===== config.mk =====
export PLATFORM = sky130hd
export DESIGN_NAME = ifu_fetch_redirect_flat
export DESIGN_NICKNAME = d
export VERILOG_FILES = /design/src/rtl/ifu_fetch_redirect_pkg.sv /design/src/rtl/ifu_fetch_redirect_if.sv /design/src/rtl/ifu_fetch_redirect_ibuf_fifo.sv /design/src/rtl/ifu_fetch_redirect.sv /design/src/flat_wrapper.sv
export SDC_FILE = /design/constraint.sdc
export NUM_CORES = 1
export LEC_CHECK = 0
export BUFFER_PORTS_ARGS = -buffer_cell sky130_fd_sc_hd__buf_4
export CAP_MARGIN = 30
export CORE_UTILIZATION = 47
export DETAILED_ROUTE_END_ITERATION = 10
export GPL_ROUTABILITY_DRIVEN = 0
export PLACE_DENSITY = 0.69
export SLEW_MARGIN = 20
export SYNTH_ARGS = -nofsm -noshare
export SYNTH_HDL_FRONTEND = slang
export SYNTH_SLANG_ARGS = --single-unit

===== constraint.sdc =====
create_clock -name i_clk -period 5.9 [get_ports i_clk]
set_input_delay 0.295 -clock i_clk [delete_from_list [all_inputs] [get_ports i_clk]]
set_output_delay 0.295 -clock i_clk [all_outputs]
set_load 0.005 [all_outputs]

===== src/rtl/ifu_fetch_redirect_pkg.sv =====
// Shared definitions for the instruction-fetch front end.
// Holds the fetch FSM state encoding, the default reset PC, the instruction
// size in bytes, and a helper that word-aligns a redirect target.
package ifu_fetch_redirect_pkg;

    localparam logic [1:0] ST_BOOT  = 2'd0;
    localparam logic [1:0] ST_FETCH = 2'd1;
    localparam logic [1:0] ST_DRAIN = 2'd2;

    localparam logic [31:0] RESET_PC_DEFAULT = 32'h0000_0000;
    localparam logic [31:0] INSTR_BYTES      = 32'd4;

    // Clears the byte-offset bits so every fetch address is word aligned.
    function automatic logic [31:0] word_align(input logic [31:0] addr);
        return addr & ~(INSTR_BYTES - 32'd1);
    endfunction

endpackage


===== src/rtl/ifu_fetch_redirect_if.sv =====
// Bundle of the fetch unit's handshake buses.
//   redirect : i_jump_en, i_jump_addr          (execute -> fetch)
//   imem req : o_imem_req_valid, i_imem_req_ready, o_imem_addr
//   imem rsp : i_imem_rsp_valid, i_imem_rsp_data
//   decode   : o_ifu_valid, i_ifu_ready, o_ifu_instr, o_ifu_pc
// slave  : the fetch unit itself.
// master : everything around it (execute, memory, decode).
interface ifu_fetch_redirect_if;
    import ifu_fetch_redirect_pkg::*;

    logic        i_jump_en;
    logic [31:0] i_jump_addr;
    logic        o_imem_req_valid;
    logic        i_imem_req_ready;
    logic [31:0] o_imem_addr;
    logic        i_imem_rsp_valid;
    logic [31:0] i_imem_rsp_data;
    logic        o_ifu_valid;
    logic        i_ifu_ready;
    logic [31:0] o_ifu_instr;
    logic [31:0] o_ifu_pc;

    modport slave (
        input  i_jump_en, i_jump_addr, i_imem_req_ready, i_imem_rsp_valid,
               i_imem_rsp_data, i_ifu_ready,
        output o_imem_req_valid, o_imem_addr, o_ifu_valid, o_ifu_instr, o_ifu_pc
    );

    modport master (
        output i_jump_en, i_jump_addr, i_imem_req_ready, i_imem_rsp_valid,
               i_imem_rsp_data, i_ifu_ready,
        input  o_imem_req_valid, o_imem_addr, o_ifu_valid, o_ifu_instr, o_ifu_pc
    );

endinterface


===== src/rtl/ifu_fetch_redirect_ibuf_fifo.sv =====
// Instruction buffer: FIFO_DEPTH entries of {pc, instr}.
// Ports: i_clk, i_rst (async, active-high), i_push/i_push_data,
//        i_pop, i_flush, o_head_data (entry at the head), o_count.
// Flush empties the buffer and wins over a same-cycle push or pop.
// No bypass: a pushed entry is visible the cycle after the push.
module ifu_ibuf_fifo
    import ifu_fetch_redirect_pkg::*;
#(
    parameter  int FIFO_DEPTH = 2,
    localparam int AW         = $clog2(FIFO_DEPTH),
    localparam int CW         = AW + 1
) (
    input  logic          i_clk,
    input  logic          i_rst,
    input  logic          i_push,
    input  logic [63:0]   i_push_data,
    input  logic          i_pop,
    input  logic          i_flush,
    output logic [63:0]   o_head_data,
    output logic [CW-1:0] o_count
);

    logic [63:0]   mem_q [FIFO_DEPTH];
    logic [AW-1:0] wr_ptr_q, wr_ptr_d;
    logic [AW-1:0] rd_ptr_q, rd_ptr_d;
    logic [CW-1:0] count_q, count_d;
    logic          do_push, do_pop;

    assign do_push     = i_push & ~i_flush;
    assign do_pop      = i_pop & ~i_flush & (count_q != '0);
    assign o_head_data = mem_q[rd_ptr_q];
    assign o_count     = count_q;

    always_comb begin
        wr_ptr_d = wr_ptr_q;
        rd_ptr_d = rd_ptr_q;
        count_d  = count_q;
        if (i_flush) begin
            wr_ptr_d = '0;
            rd_ptr_d = '0;
            count_d  = '0;
        end else begin
            if (do_push) wr_ptr_d = wr_ptr_q + AW'(1);
            if (do_pop)  rd_ptr_d = rd_ptr_q + AW'(1);
            case ({do_push, do_pop})
                2'b10:   count_d = count_q + CW'(1);
                2'b01:   count_d = count_q - CW'(1);
                default: count_d = count_q;
            endcase
        end
    end

    always_ff @(posedge i_clk or posedge i_rst) begin
        if (i_rst) begin
            wr_ptr_q <= '0;
            rd_ptr_q <= '0;
            count_q  <= '0;
        end else begin
            wr_ptr_q <= wr_ptr_d;
            rd_ptr_q <= rd_ptr_d;
            count_q  <= count_d;
        end
    end

    // Storage carries no reset; the top masks the head while the buffer is empty.
    always_ff @(posedge i_clk) begin
        if (do_push) mem_q[wr_ptr_q] <= i_push_data;
    end

endmodule


===== src/rtl/ifu_fetch_redirect.sv =====
// Instruction-fetch front end with branch/jump redirect.
// Owns the architectural PC, issues in-order word fetches, buffers the
// returned words with their PCs and hands them to decode (valid/ready).
// A redirect flushes the buffer, restarts fetch at the target and drops
// the responses of fetches that were still in flight.
// Ports: i_clk, i_rst (async, active-high), bus (ifu_fetch_redirect_if.slave).
module ifu_fetch_redirect
    import ifu_fetch_redirect_pkg::*;
#(
    parameter logic [31:0] RESET_PC   = RESET_PC_DEFAULT,
    parameter int          FIFO_DEPTH = 2
) (
    input  logic                 i_clk,
    input  logic                 i_rst,
    ifu_fetch_redirect_if.slave  bus
);

    localparam int          CW      = $clog2(FIFO_DEPTH) + 1;
    localparam logic [CW:0] DEPTH_C = FIFO_DEPTH[CW:0];

    logic [1:0]    state_q, state_d;
    logic [31:0]   pc_q, pc_d;
    logic [31:0]   resp_pc_q, resp_pc_d;
    logic [CW-1:0] outst_q, outst_d;
    logic [CW-1:0] squash_q, squash_d;

    logic [CW-1:0] fifo_count;
    logic [63:0]   fifo_head;
    logic [CW:0]   inflight;
    logic [31:0]   jump_tgt;
    logic          req_valid, req_fire, rsp_live;
    logic          push, pop, flush, ifu_valid;

    assign jump_tgt  = word_align(bus.i_jump_addr);
    assign inflight  = {1'b0, outst_q} + {1'b0, fifo_count};
    // Credit rule: never have more words requested or buffered than slots.
    assign req_valid = (state_q == ST_FETCH) && (inflight < DEPTH_C) && !bus.i_jump_en;
    assign req_fire  = req_valid & bus.i_imem_req_ready;
    // Responses with nothing outstanding belong to fetches issued before a reset.
    assign rsp_live  = bus.i_imem_rsp_valid && (outst_q != '0);
    assign ifu_valid = (state_q != ST_DRAIN) && (fifo_count != '0);
    assign pop       = ifu_valid & bus.i_ifu_ready;

    assign bus.o_imem_req_valid = req_valid;
    assign bus.o_imem_addr      = pc_q;
    assign bus.o_ifu_valid      = ifu_valid;
    assign bus.o_ifu_instr      = ifu_valid ? fifo_head[31:0]  : '0;
    assign bus.o_ifu_pc         = ifu_valid ? fifo_head[63:32] : '0;

    always_comb begin
        state_d   = state_q;
        pc_d      = pc_q;
        resp_pc_d = resp_pc_q;
        outst_d   = outst_q;
        squash_d  = squash_q;
        push      = 1'b0;
        flush     = 1'b0;
        case (state_q)
            ST_BOOT: state_d = ST_FETCH;
            ST_FETCH: begin
                if (bus.i_jump_en) begin
                    // In-flight words become squash credits; a response landing
                    // this very cycle is already stale and is simply not pushed.
                    pc_d      = jump_tgt;
                    resp_pc_d = jump_tgt;
                    flush     = 1'b1;
                    outst_d   = '0;
                    squash_d  = outst_q - CW'(rsp_live);
                    state_d   = (squash_d != '0) ? ST_DRAIN : ST_FETCH;
                end else begin
                    if (req_fire) pc_d = pc_q + INSTR_BYTES;
                    if (rsp_live) begin
                        push      = 1'b1;
                        resp_pc_d = resp_pc_q + INSTR_BYTES;
                    end
                    outst_d = outst_q + CW'(req_fire) - CW'(rsp_live);
                end
            end
            ST_DRAIN: begin
                // A further redirect only moves the restart point; the stale
                // responses still pending are counted by squash as before.
                if (bus.i_jump_en) begin
                    pc_d      = jump_tgt;
                    resp_pc_d = jump_tgt;
                end
                if (squash_q == '0) begin
                    state_d = ST_FETCH;
                end else if (bus.i_imem_rsp_valid) begin
                    squash_d = squash_q - CW'(1);
                end
            end
            default: state_d = ST_BOOT;
        endcase
    end

    always_ff @(posedge i_clk or posedge i_rst) begin
        if (i_rst) begin
            state_q   <= ST_BOOT;
            pc_q      <= RESET_PC;
            resp_pc_q <= RESET_PC;
            outst_q   <= '0;
            squash_q  <= '0;
        end else begin
            state_q   <= state_d;
            pc_q      <= pc_d;
            resp_pc_q <= resp_pc_d;
            outst_q   <= outst_d;
            squash_q  <= squash_d;
        end
    end

    ifu_ibuf_fifo #(.FIFO_DEPTH(FIFO_DEPTH)) u_ibuf (
        .i_clk       (i_clk),
        .i_rst       (i_rst),
        .i_push      (push),
        .i_push_data ({resp_pc_q, bus.i_imem_rsp_data}),
        .i_pop       (pop),
        .i_flush     (flush),
        .o_head_data (fifo_head),
        .o_count     (fifo_count)
    );

endmodule


===== src/flat_wrapper.sv =====
// flat-port wrapper written by rule: the top's interface ports become plain ports
module ifu_fetch_redirect_flat import ifu_fetch_redirect_pkg::*;
#(
    parameter logic [31:0] RESET_PC   = RESET_PC_DEFAULT,
    parameter int          FIFO_DEPTH = 2
)
  (i_clk, i_rst, bus_i_jump_en, bus_i_jump_addr, bus_i_imem_req_ready, bus_i_imem_rsp_valid, bus_i_imem_rsp_data, bus_i_ifu_ready, bus_o_imem_req_valid, bus_o_imem_addr, bus_o_ifu_valid, bus_o_ifu_instr, bus_o_ifu_pc);
  ifu_fetch_redirect_if bus_i ();
  input  logic i_clk;
  input  logic i_rst;
  input wire logic [$bits(bus_i.i_jump_en)-1:0] bus_i_jump_en;
  input wire logic [$bits(bus_i.i_jump_addr)-1:0] bus_i_jump_addr;
  input wire logic [$bits(bus_i.i_imem_req_ready)-1:0] bus_i_imem_req_ready;
  input wire logic [$bits(bus_i.i_imem_rsp_valid)-1:0] bus_i_imem_rsp_valid;
  input wire logic [$bits(bus_i.i_imem_rsp_data)-1:0] bus_i_imem_rsp_data;
  input wire logic [$bits(bus_i.i_ifu_ready)-1:0] bus_i_ifu_ready;
  output wire logic [$bits(bus_i.o_imem_req_valid)-1:0] bus_o_imem_req_valid;
  output wire logic [$bits(bus_i.o_imem_addr)-1:0] bus_o_imem_addr;
  output wire logic [$bits(bus_i.o_ifu_valid)-1:0] bus_o_ifu_valid;
  output wire logic [$bits(bus_i.o_ifu_instr)-1:0] bus_o_ifu_instr;
  output wire logic [$bits(bus_i.o_ifu_pc)-1:0] bus_o_ifu_pc;
  assign bus_i.i_jump_en = bus_i_jump_en;
  assign bus_i.i_jump_addr = bus_i_jump_addr;
  assign bus_i.i_imem_req_ready = bus_i_imem_req_ready;
  assign bus_i.i_imem_rsp_valid = bus_i_imem_rsp_valid;
  assign bus_i.i_imem_rsp_data = bus_i_imem_rsp_data;
  assign bus_i.i_ifu_ready = bus_i_ifu_ready;
  assign bus_o_imem_req_valid = bus_i.o_imem_req_valid;
  assign bus_o_imem_addr = bus_i.o_imem_addr;
  assign bus_o_ifu_valid = bus_i.o_ifu_valid;
  assign bus_o_ifu_instr = bus_i.o_ifu_instr;
  assign bus_o_ifu_pc = bus_i.o_ifu_pc;
  ifu_fetch_redirect #(.RESET_PC(RESET_PC), .FIFO_DEPTH(FIFO_DEPTH)) u_core (.i_clk(i_clk), .i_rst(i_rst), .bus(bus_i));
endmodule

* Word-level counts from Yosys, hierarchy flattened
Memory sizes are Yosys's and may differ from the RTL's.
Index checks and enable logic that the tools add are counted.
** Operators by class
- Add/subtract/negate cells :: 11
- Order comparisons :: 1
- Eq/ne operators :: 12
- Muxes and demuxes :: 31
- Bitwise gates (word level) :: 6
- Reduce and logical (&&, ||, !) cells :: 18
** Operators by type and width (number)
- $mux W32 :: 7
- $pmux W32 S2 :: 2
- $add A32 B3 Y32 const B :: 2
- $mux W2 :: 8
- $reduce_bool A2 Y1 :: 6
- $mux W1 :: 11
- $ne A2 B2 Y1 const B :: 5
- $pmux W2 S2 :: 2
- $ne A3 B2 Y1 const B :: 2
- $pmux W2 S3 :: 1
- $reduce_and A3 Y1 :: 2
- $and A1 B1 Y1 :: 5
- $eq A2 B1 Y1 const B :: 2
- $eq A2 B2 Y1 const B :: 2
- $logic_and A1 B1 Y1 :: 4
- $logic_not A2 Y1 :: 2
- $reduce_and A4 Y1 :: 1
- $sub A2 B1 Y2 :: 2
- $sub A2 B1 Y2 const B :: 2
- $add A2 B2 Y3 :: 1
- $lt A3 B2 Y1 const B :: 1
- $reduce_bool A3 Y1 :: 1
- $add A1 B1 Y1 const B :: 2
- $add A2 B1 Y2 :: 1
- 5 further kinds :: 5
** Word-level totals
- Flip-flop bits (word level) :: 74
- Bits in writable memories :: 128
- Input bits :: 70
- Output and inout port bits :: 98
- Word-level logic and storage cells :: 88
- Memories kept :: 1
** Memory list
- u_core.u_ibuf.mem_q :: words 2, bits a word 64, read ports 1, clocked after memory_dff 0, write ports 1, line ifu_fetch_redirect_ibuf_fifo.sv:23 : logic [63:0] mem_q [FIFO_DEPTH];

* Depth between registers and ports, before layout
- Depth after elaboration :: 9
- Mapped depth :: 13
- Mapped depth without buffers :: 11

* By module
Synthesis repeated with hierarchy kept, for this count alone.
** Unflattened totals
- Cells, all modules :: 830
- Area total of the unflattened synthesis :: 9587.9 um^2
** By module, submodules not included
- ifu_ibuf_fifo :: instances 1, cells each 223, area each 4862.2 um^2, sequential area each 3943.8 um^2
- ifu_fetch_redirect :: instances 1, cells each 607, area each 4725.8 um^2, sequential area each 1651.6 um^2

* Least setup slack after synthesis
Ideal clock, no wire load.
- Kind :: reg2reg
- Start point :: register u_core.state_q[1]
- End point :: memory u_core.u_ibuf.mem_q[0][0], enable pin
- Library setup time :: 484 ps
- Arrival time :: 3962 ps
- Required time :: 5416 ps
- Setup slack :: 1454 ps
- Stages on the path, launching flop included :: 7
- Buffers on the path :: 1
- Clock period less this slack :: 4446 ps
- Path through :: dfrtp_1 > inv_1 > ha_1 > clkbuf_1 > nor2b_1 > nand2_1 > nor2_1
** On the way
- Word-level cells in the longest chain between the ends :: 6
** RTL lines
- start: declaration :: line ifu_fetch_redirect.sv:21 : logic [1:0] state_q, state_d;
- start signal: assignment :: line ifu_fetch_redirect.sv:104 : state_q <= state_d;
- $eq A2 B1 Y1 * :: line ifu_fetch_redirect.sv:58 : case (state_q)
- $mux W1 :: line ifu_fetch_redirect.sv:58
- $not A1 Y1 :: line ifu_fetch_redirect_ibuf_fifo.sv:29 : assign do_push = i_push & ~i_flush;
- $and A1 B1 Y1 * :: line ifu_fetch_redirect_ibuf_fifo.sv:29
- $mux W1 * :: line ifu_fetch_redirect_ibuf_fifo.sv:67 : if (do_push) mem_q[wr_ptr_q] <= i_push_data;
- $mux W1 (not written as such) * :: line ifu_fetch_redirect_ibuf_fifo.sv:67
- end: declaration :: line ifu_fetch_redirect_ibuf_fifo.sv:23
Every way passes the cells marked *; elsewhere a longest branch is shown, timed or not.

* Worst setup path after layout
- Start point :: register u_core.state_q[1]
- End point :: memory u_core.u_ibuf.mem_q[1][14], enable pin
Same word-level chain as after synthesis.

==> results.ini <==
[sta]
finalHoldViolations=0
slew_violations=0
slew-limit-headroom=0.404
setup_total_negative_slack_ns=0
fin_crit_ns=3.02
skew_ns=0.0127
post-route-period-util=0.513
max_freq_mhz=331
worst_pin_slew_ns=0.894
rsz0062_at_grt=false
setup_viol=0

[floorplanning]
die_area_sq_um=20300
io_pins=168
rows=50
start_util=0.487
die_w_microns=142
coreArea_sq_um=19000
die_y_microns=142

[synthesis]
ys.flop_type=edfxtp_1
synth_mux_area_frac=0.0692
synth.largest_area_cell=edfxtp_1
yosys.area_share.simple=0.154
synth-seq-cells=194
synth_compound_area_frac=0.131
async_flop_share=0.361
syn_area_sq_um=9260
synth-edff-count=124
synth.yosys.warnings=0
yosysUniqueCellTypes=65
syn_avg_cell_area_sq_um=11.4
synth_top_family_by_area=simple AND/OR/NAND/NOR gates
ys_seq_area_frac=0.592
yosys-top-cells-area=edfxtp_1 40%, dfrtp_1 19%, mux2i_1 6.9%, nor2_1 4.3%, a21oi_1 2.5%
yosys.area.top_type_share=0.402
syn_inst=815
synthXorXnorAreaFrac=0.00568
synthAdderAreaFrac=0.0170

[worst_setup_path]
cp_data_arrival_time_ns=3.11
startpoint_type=register
r2r-start=u_core.state_q[1]
cp_max_fo=38
crit_start=u_core.state_q[1]
cp.required_ns=5.99
worst_setup_path_end_kind=register
path_class=register to register

[routing]
drt_wl_total_microns=21100
dr_wl_met3_microns=1580
route.detailed.wl_per_inst_microns=17.1
dr_wl_met2_microns=9380
num_vias=7003
drt-vias-per-instance=5.69
drt_iter0_drc=553
wl_met1_microns=9890
drcViolationCount=0
ant_nets=0
routed.top_layer=met4
drtPass1Iterations=5

[global_routing]
grt_pass1_wl_microns=33000
grt_max_degree=71
antenna_found_initial=0
first_global_vias=6257
grt_overflow=0
grtUsageTotal=0.210

[clock_network]
cts.path.max_buffers=2
cts_setup_buffers=0
cts_tree=built
clock_latency_ns=0.43
ctsHtreeMaxLevel=4
path_clk_slew_ns=0.07
cts-root-buf=clkbuf_16
cts_buffers=17
cts_num_sinks=194

[hold_path]
worstHoldStart=bus_i_imem_rsp_data[16]
hp-class=input port to register

[pwr]
power.density_nw_per_um2=463
p_int_mw=3.31
p_sw_mw=1.92
cellLeakagePower_nw=4.45
power_frac_seq=0.420
power_frac_comb=0.375
p_clk_frac=0.205
ir_worst_vdd_v=0.000224
power_mw=5.23
switching_share=0.368

[placement]
dp_hpwl_microns=13900
portBuffers=161

[layout]
mostFrequentLayoutCells=169 x buf_4, 124 x edfxtp_1, 104 x nor2_1
diodes=0
fin_nets=1040
drive_gt1_frac=0.233
areaGrowthSynthToFinish_pct=22.2
layout_commonest_cell=buf_4
fillCellCount=1557

[job]
maxCapViolations=0

[status]
outcome=finished clean

-- critical path, stage by stage, from the launching register on --
cell	delay [ns]
dfrtp_1	0.42
inv_1	0.11
ha_1	0.38
nor2b_1	0.44
and3_2	0.86
buf_4	0.46
-- power by group through the flow --
stage          sequential (mW)  clock (mW)  combinational [mW]
3_5_place_dp              2.21           0                1.93
5_1_grt                   2.24        1.15                2.18
2_1_floorplan             2.06           0                1.26
3_3_place_gp              2.24           0                1.85
4_1_cts                   2.19        1.09                1.94
6_report                  2.20        1.07                1.96
-- stage by stage --
stage	utilization	instances	setup slack [ns]	hold slack [ns]	area, sq um
final	0.594	1231	2.88	0.0562	11300
after global routing	0.594	1231	2.59	0.0348	11300
after CTS	0.591	1228	2.79	0.0409	11200
after detailed placement	0.562	1196	2.83	0.483	10700
after global placement	0.560	1194	2.64	0.480	10700
after floorplan	-	818	1.45	0.394	9270
-- per-layer routing --
layer / vias up / global-route usage
met3: 21 / 0.0313
met1: 3351 / 0.309
met4: 0 / 0.0747
li1: 3347 / -
met5: - / 0
met2: 284 / 0.318
-- worst paths after layout --
path	cells past startpoint	to	slack, ns
min in group asynchronous	4	u_core.outst_q[0]	0.43
min	1	u_core.u_ibuf.mem_q[1][16]	0.06
min reg2reg	1	u_core.bus.o_imem_addr[31]	0.53
max in group asynchronous	5	u_core.u_ibuf.rd_ptr_q	4.89
max	5	u_core.u_ibuf.mem_q[1][14]	2.88
max reg2reg	5	u_core.u_ibuf.mem_q[1][14]	2.88
-- state kept, by name, indices dropped and copies added (netlist names) --
name,cells
u_core.u_ibuf.o_count,2
u_core.u_ibuf.wr_ptr_q,1
u_core.squash_q,2
u_core.bus.o_imem_addr,30
u_core.resp_pc_q,30
u_core.u_ibuf.mem_q,124
u_core.u_ibuf.rd_ptr_q,1
u_core.state_q,2
u_core.outst_q,2
-- cell families (layout without fill, tap and decap cells) --
group | Yosys count | in the layout
and+or+nand+nor | 285 | 285
DFF | 194 | 194
AOI/OAI and AO/OA | 184 | 184
buffers and inverters | 69 | 222
muxes | 64 | 64
adders and majority gates | 12 | 12
xor gates and xnor gates | 6 | 6
other | 1 | 4
-- cell usage after synthesis, types with 10 or more instances --
library cell	number
ha_1	11
nand3_1	40
nor2_1	106
edfxtp_1	124
a21oi_1	46
clkbuf_1	37
o22ai_1	18
a2bb2oi_1	10
inv_1	16
nand2_1	54
o21ai_0	39
and3_1	13
a31oi_1	11
mux2i_1	64
dfrtp_1	70
-- area by class of cell --
class / count / area (sq um) / share of cell area
clock buffers: 25 / 498 / 0.0440
clock inverters: 7 / 47.5 / 0.00421
well taps: 260 / 325 / 0.0288
repair buffers: 174 / 1370 / 0.122
inverters: 16 / 60.1 / 0.00531
multi-input cells: 555 / 3520 / 0.312
flip-flops and latches: 194 / 5480 / 0.485
-- repair_timing --
item / CTS / global route
resized for setup: 0 / 0
hold buffers: 0 / 1
endpoints found under the hold margin: 0 / 13
Power figures use the tool's default switching activity.
